$ cat config.mk
export PLATFORM = sky130hd
export DESIGN_NAME = stack_arbiter
export DESIGN_NICKNAME = d
export VERILOG_FILES = /design/src/rtl/stack_arbiter_pkg.sv /design/src/rtl/stack_arb_rr.sv /design/src/rtl/stack_arbiter.sv
export SDC_FILE = /design/constraint.sdc
export NUM_CORES = 1
export LEC_CHECK = 0
export CAP_MARGIN = 20
export CORE_UTILIZATION = 43
export DETAILED_ROUTE_END_ITERATION = 16
export PLACE_DENSITY_LB_ADDON = 0.12
export SYNTH_ARGS = -nofsm -noshare
export SYNTH_HDL_FRONTEND = slang
export SYNTH_HIERARCHICAL = 1
export SYNTH_SLANG_ARGS = --single-unit
$ cat constraint.sdc
create_clock -name clk -period 4.3 [get_ports clk]
set_input_delay 0.645 -clock clk [delete_from_list [all_inputs] [get_ports clk]]
set_output_delay 0.645 -clock clk [all_outputs]
set_load 0.05 [all_outputs]
$ cat src/rtl/stack_arbiter_pkg.sv
// Shared types and defaults for the two-client stack arbiter.
package stack_arbiter_pkg;

  localparam int DEFAULT_WIDTH = 12;
  localparam int DEFAULT_DEPTH = 8;

  localparam logic OP_PUSH = 1'b1;
  localparam logic OP_POP  = 1'b0;

  typedef enum logic [1:0] {
    IDLE,
    ISSUE,
    CAPT,
    DONE
  } state_e;

endpackage

$ cat src/rtl/stack_arb_rr.sv
// Two-way round-robin grant with a last-grant pointer.
// The pointer advances only when the arbiter takes a grant.
module stack_arb_rr (
  input  logic clk,
  input  logic reset,
  input  logic req0,
  input  logic req1,
  input  logic take,
  output logic gnt0,
  output logic gnt1
);

  // last_q = 1 means client 1 was granted last, so client 0 wins a tie.
  logic last_q, last_d;

  always_comb begin
    gnt0   = req0 & (~req1 | last_q);
    gnt1   = req1 & (~req0 | ~last_q);
    last_d = last_q;
    if (take) last_d = gnt1;
  end

  // NOTE: state registers use non-blocking assignments so every flop samples pre-edge values.
  always_ff @(posedge clk) begin
    if (!reset) last_q <= 1'b1;
    else        last_q <= last_d;
  end

endmodule

$ cat src/rtl/stack_arbiter.sv
// Arbitrates two clients onto a single push/pop stack port, one transaction at a time.
// Optional empty-pop rejection is enabled by defining STACK_ARB_EMPTY_CHK_EN.
module stack_arbiter
  import stack_arbiter_pkg::*;
#(
  parameter int WIDTH = DEFAULT_WIDTH,
  parameter int DEPTH = DEFAULT_DEPTH
) (
  input  logic             clk,
  input  logic             reset,
  input  logic             req0,
  input  logic             req1,
  input  logic             op0,
  input  logic             op1,
  input  logic [WIDTH-1:0] wdata0,
  input  logic [WIDTH-1:0] wdata1,
  output logic             ack0,
  output logic             ack1,
  output logic             err0,
  output logic             err1,
  output logic [WIDTH-1:0] rdata,
  output logic             pushenbl,
  output logic             popenbl,
  output logic [WIDTH-1:0] pushdatain,
  input  logic [WIDTH-1:0] popdataout,
  input  logic             stack_full,
  output logic             busy
);

  localparam int             CW      = $clog2(DEPTH + 1);
  localparam logic [CW-1:0]  OCC_MAX = CW'(DEPTH);

  state_e           state_q, state_d;
  logic             win_q, win_d;
  logic             op_q, op_d;
  logic             err_q, err_d;
  logic [WIDTH-1:0] wdata_q, wdata_d;
  logic [WIDTH-1:0] rdata_q, rdata_d;
  logic [CW-1:0]    occ_q, occ_d;
  logic             push_en, pop_en, take, gnt0, gnt1;

  stack_arb_rr u_rr (
    .clk  (clk),
    .reset(reset),
    .req0 (req0),
    .req1 (req1),
    .take (take),
    .gnt0 (gnt0),
    .gnt1 (gnt1)
  );

  // NOTE: every always_comb output gets a default first so no path infers a latch.
  always_comb begin
    state_d = state_q;
    win_d   = win_q;
    op_d    = op_q;
    err_d   = err_q;
    wdata_d = wdata_q;
    rdata_d = rdata_q;
    push_en = 1'b0;
    pop_en  = 1'b0;
    take    = 1'b0;
    unique case (state_q)
      IDLE: begin
        if (req0 | req1) begin
          take    = 1'b1;
          win_d   = gnt1;
          op_d    = gnt0 ? op0 : op1;
          wdata_d = gnt0 ? wdata0 : wdata1;
          err_d   = 1'b0;
          state_d = ISSUE;
        end
      end
      ISSUE: begin
        if (op_q == OP_PUSH) begin
          if (stack_full) err_d = 1'b1;
          else            push_en = 1'b1;
          state_d = DONE;
        end else begin
`ifdef STACK_ARB_EMPTY_CHK_EN
          if (occ_q == '0) begin
            err_d   = 1'b1;
            state_d = DONE;
          end else begin
            pop_en  = 1'b1;
            state_d = CAPT;
          end
`else
          pop_en  = 1'b1;
          state_d = CAPT;
`endif
        end
      end
      CAPT: begin
        rdata_d = popdataout;
        state_d = DONE;
      end
      DONE:    state_d = IDLE;
      default: state_d = IDLE;
    endcase
  end

  // Occupancy saturates at both ends rather than wrapping.
  always_comb begin
    occ_d = occ_q;
    if (push_en && occ_q != OCC_MAX)  occ_d = occ_q + CW'(1);
    else if (pop_en && occ_q != '0)   occ_d = occ_q - CW'(1);
  end

  always_ff @(posedge clk) begin
    if (!reset) begin
      state_q <= IDLE;
      win_q   <= 1'b0;
      op_q    <= 1'b0;
      err_q   <= 1'b0;
      wdata_q <= '0;
      rdata_q <= '0;
      occ_q   <= '0;
    end else begin
      state_q <= state_d;
      win_q   <= win_d;
      op_q    <= op_d;
      err_q   <= err_d;
      wdata_q <= wdata_d;
      rdata_q <= rdata_d;
      occ_q   <= occ_d;
    end
  end

  assign pushenbl   = push_en;
  assign popenbl    = pop_en;
  assign pushdatain = wdata_q;
  assign ack0       = (state_q == DONE) & ~win_q;
  assign ack1       = (state_q == DONE) &  win_q;
  assign err0       = ack0 & err_q;
  assign err1       = ack1 & err_q;
  assign rdata      = rdata_q;
  assign busy       = (state_q != IDLE);

endmodule
# == Word-level counts from Yosys, hierarchy flattened ==
# Index checks and enable logic that the tools add are counted.
# word_totals
regBits,30
inputBits,43
# op_classes
eq_ne,6
mux,16
bitwise,13
reduce_logical,5
# op_table
operator,count
1-bit 2-to-1 mux,12
12-bit 2-to-1 mux,1
2-bit case mux with 4 select lines,1
1-bit AND,6
2-bit != test (second input constant),3
2-bit equality test (second input constant),2
1-bit NOT,4
4-bit AND reduction,1
2-bit nonzero test,2
1-bit OR,3
2-bit by 1-bit equality test with 1-bit output (second input constant),1
2-bit zero test,1
2-bit 2-to-1 mux,1
1-bit case mux with 2 select lines,1
2-bit AND reduction,1

# == Longest topological paths before layout ==
# depth
ltp_word,4
depth_mapped,7
depth_no_buf,5

# == By module ==
# The synthesis kept the hierarchy.
# by_module_without_submodules
module,n_inst,cells_per_inst,area_per_inst_um2,seq_area_each_um2
stack_arbiter,1,132,1437.6,580.6
stack_arb_rr,1,7,57.6,20.0

# == Worst setup path before layout ==
# No wires, ideal clock.
# synth_timing
path_type,flip-flop to output port
start,register state_q[1]
end,output err0
t_arrival_ps,1819
t_required_ps,3655
slack_ps,1836
stages_incl_launch_ff,4
n_path_buf,0
path_cell_list,dfxtp_1 > ha_1 > nor2b_1 > and2_1
# synth_between
elab_chain_len,3
# synth_rtl
item,line,rtl
from (decl),stack_arbiter.sv:33,"state_e state_q, state_d;"
from (signal assigned),stack_arbiter.sv:120,state_q <= state_d;
2-bit equality test,stack_arbiter.sv:133,assign ack0 = (state_q == DONE) & ~win_q;
1-bit AND,stack_arbiter.sv:133,
named net ack0,stack_arbiter.sv:17,"output logic ack0,"
1-bit AND,stack_arbiter.sv:135,assign err0 = ack0 & err_q;
to (decl),stack_arbiter.sv:19,"output logic err0,"
# The timed path passes the listed nets, and every way through them passes these cells.

# == Final worst setup path ==
# layout_timing
start,register state_q[1]
end,output err0
# layout_between
elab_chain_len,3
# layout_rtl
item,line
2-bit equality test,stack_arbiter.sv:133
1-bit AND,stack_arbiter.sv:133
1-bit AND,stack_arbiter.sv:135
# Every way passes these cells.

==> results.py <==
metrics = {
    "layout": {
        "fillCellCount": 274,
        "layout.cells.non_filler": 255,
        "final_area_um2": 2240,
        "final_net_count": 259,
        "diodes": 0,
        "drive_gt1_frac": 0.0431,
        "area_growth_syn_to_layout_pct": 49.8,
        "utilization": 0.671,
    },
    "power_and_ir_drop": {
        "total_power_mw": 1.33,
        "irDropWorstVdd_v": 0.000377,
        "leakage_nw": 0.979,
        "p_per_area_nw_per_um2": 593,
    },
    "drt": {
        "wl_per_cell_um": 12.8,
        "wl_um": 3250,
        "antenna_left": 0,
        "drt_iter0_markers": 22,
        "post_drt_via_cell_ratio": 4.85,
        "drc": 0,
        "drtPass1Iterations": 4,
        "vias": 1238,
    },
    "worst_setup_path": {
        "start_kind": "flip-flop",
        "slowest_stage": "clkdlybuf4s50_1",
        "path_max_fanout": 5,
        "cp.buffers_inverters": 1,
        "crit_type": "reg -> out",
        "crit_cells": 4,
        "rr_startpoint": "state_q[0]",
        "crit_family": "buffers and inverters",
        "worstPathRequired_ns": 3.65,
        "slowest_delay_ns": 0.81,
        "startpoint": "state_q[1]",
        "worstPathCellList": "ha_1 > nor2b_1 > and2_1 > clkdlybuf4s50_1",
        "cp-end-kind": "output pin",
        "crit_arrival_ns": 2.06,
        "rr_worst_depth": 5,
    },
    "sta": {
        "period_needed_ns": 2.70,
        "rsz0062_at_grt": "false",
        "setup_viol_count_final": 0,
        "fmax_mhz": 370,
        "fin_worst_skew_ns": 0.00259,
        "fin_crit_sh": 0.629,
        "tightest_slew_ns": 0.943,
        "hold_viol": 0,
        "relSlewSlack": 0.371,
        "tns_ns": 0,
        "drv_slew": 0,
    },
    "synth": {
        "synth_most_common_cell": "dfxtp_1",
        "synth_edf_count": 0,
        "synth.yosys.warnings": 6,
        "yosysTopAreaCell": "dfxtp_1",
        "avgSynthCellArea_um2": 10.8,
        "synth_top_area_frac": 0.402,
        "async_flop_share": 0,
        "synth_common_cells": "dfxtp_1 (30), mux2i_1 (27), nor2b_1 (18)",
        "synthTopCellsByArea": "dfxtp_1 (40%), mux2i_1 (18%), o211a_1 (8.7%), nor2b_1 (7.5%), ha_1 (5.0%)",
        "yosysSeqAreaShare": 0.402,
        "ys.flop_type": "dfxtp_1",
        "netlist_instances": 139,
        "synth_seq_cells": 30,
        "synth_cell_type_count": 25,
        "syn_area_um2": 1500,
        "syn-num-nets": 188,
    },
    "floorplan": {
        "die_x_um": 61.0,
        "start_util": 0.448,
        "io-pin-count": 74,
        "rows": 21,
        "die_h_um": 61.0,
        "die_area_um2": 3720,
        "core_area_um2": 3340,
    },
    "clock_tree": {
        "cts_root_buf": "clkbuf_4",
        "cts_tree": "done",
        "cts.sinks": 30,
        "cts_buffer_depth": 2,
        "clk_latency_ns": 0.32,
        "clk_pin_slew_ns": 0.08,
        "cts-hold-fix-buffers": 0,
        "h-tree-depth": 2,
        "cts_resized": 0,
        "cts_buffers": 5,
        "cts_setup_buffers": 0,
    },
    "run_status": {
        "outcome": "completed",
    },
    "placed_design": {
        "dp_hpwl_um": 2500,
        "place_inst": 249,
        "place_area_um2": 2190,
        "routabilityCongestion": 0.743,
        "port_buffers": 73,
    },
    "global_route": {
        "grt_max_degree": 31,
        "grt_pass1_wl_um": 4570,
        "grt_use_total": 0.174,
        "grt.overflow.total": 0,
        "antenna_found_initial": 0,
        "grt_pass1_vias": 1090,
    },
    "worst_hold_path": {
        "worstHoldStart": "pushdatain[10]",
        "hold-path-cell-count": 1,
        "hold_path_class": "reg -> reg",
    },
    "run": {
        "maxCapViolations": 0,
    },
}
-- metrics by stage --
stage / worst slack, ns / hold WS [ns]
floorplan: 1.84 / 0.446
global placement: 1.69 / 0.476
detailed placement: 1.66 / 0.486
CTS: 1.56 / 0.505
global route: 1.47 / 0.524
finish: 1.60 / 0.503
-- final cells by class --
class                           count  area (um^2)  share of cell area
Multi-Input combinational cell     95          781               0.349
Sequential cell                    30          601               0.268
Clock buffer                        6         51.3              0.0229
Tap cell                           46         57.6              0.0257
Timing Repair Buffer               73          731               0.326
Inverter                            5         18.8             0.00838
-- power by group --
part / leakage [nW] / total [mW] / internal, mW / switching, mW
Combinational: 0.702 / 0.759 / 0.299 / 0.460
Sequential: 0.247 / 0.407 / 0.357 / 0.0499
Clock: 0.0302 / 0.162 / 0.0735 / 0.0888
Total: 0.979 / 1.33 / 0.730 / 0.599
-- flip-flops by register name, summed over array words and instances, names as in the netlist --
register	cells
err_q	1
op_q	1
state_q	2
win_q	1
u_rr/last_q	1
pushdatain	12
rdata	12
-- cell usage in the layout (no fill, tap or decap), drive strengths merged --
cell type,synthesis,layout
dfxtp,30,30
and3b,1,1
a211o,1,1
ha,6,6
o41a,1,1
mux2i,27,27
nand2,14,14
clkbuf,1,6
inv,5,5
and3,1,1
nor2b,18,18
and2,2,2
nor2,3,3
o21ai,1,1
a21boi,2,2
clkdlybuf4s50,0,73
o211a,13,13
nor4b,1,1
nor3b,1,1
a2111oi,1,1
o21a,2,2
-- worst paths after layout --
| check | to | slack (ns) |
|---|---|---|
| hold / removal | pushdatain[10] | 0.50 |
| setup / recovery | err0 | 1.60 |
| hold reg to reg | pushdatain[10] | 0.50 |
| setup reg to reg | u_rr/last_q | 2.25 |
-- logic make-up (layout without fill, tap and decap cells) --
group,count (synthesis),after routing,share of synthesized area
muxes,27,27,0.181
DFF,30,30,0.402
and+or+nand+nor,41,41,0.155
AOI/OAI and AO/OA,21,21,0.134
adders and majority gates,6,6,0.0502
buffers and inverters,14,84,0.0787
-- metal layers --
metal | global-route usage | vias to the layer above | wire [um]
met5 | 0 | - | 0
met4 | 0.0974 | 0 | 59
met3 | 0.0554 | 8 | 190
met2 | 0.333 | 48 | 1690
met1 | 0.162 | 562 | 1310
li1 | - | 620 | -
Power figures use the tool's default switching activity.
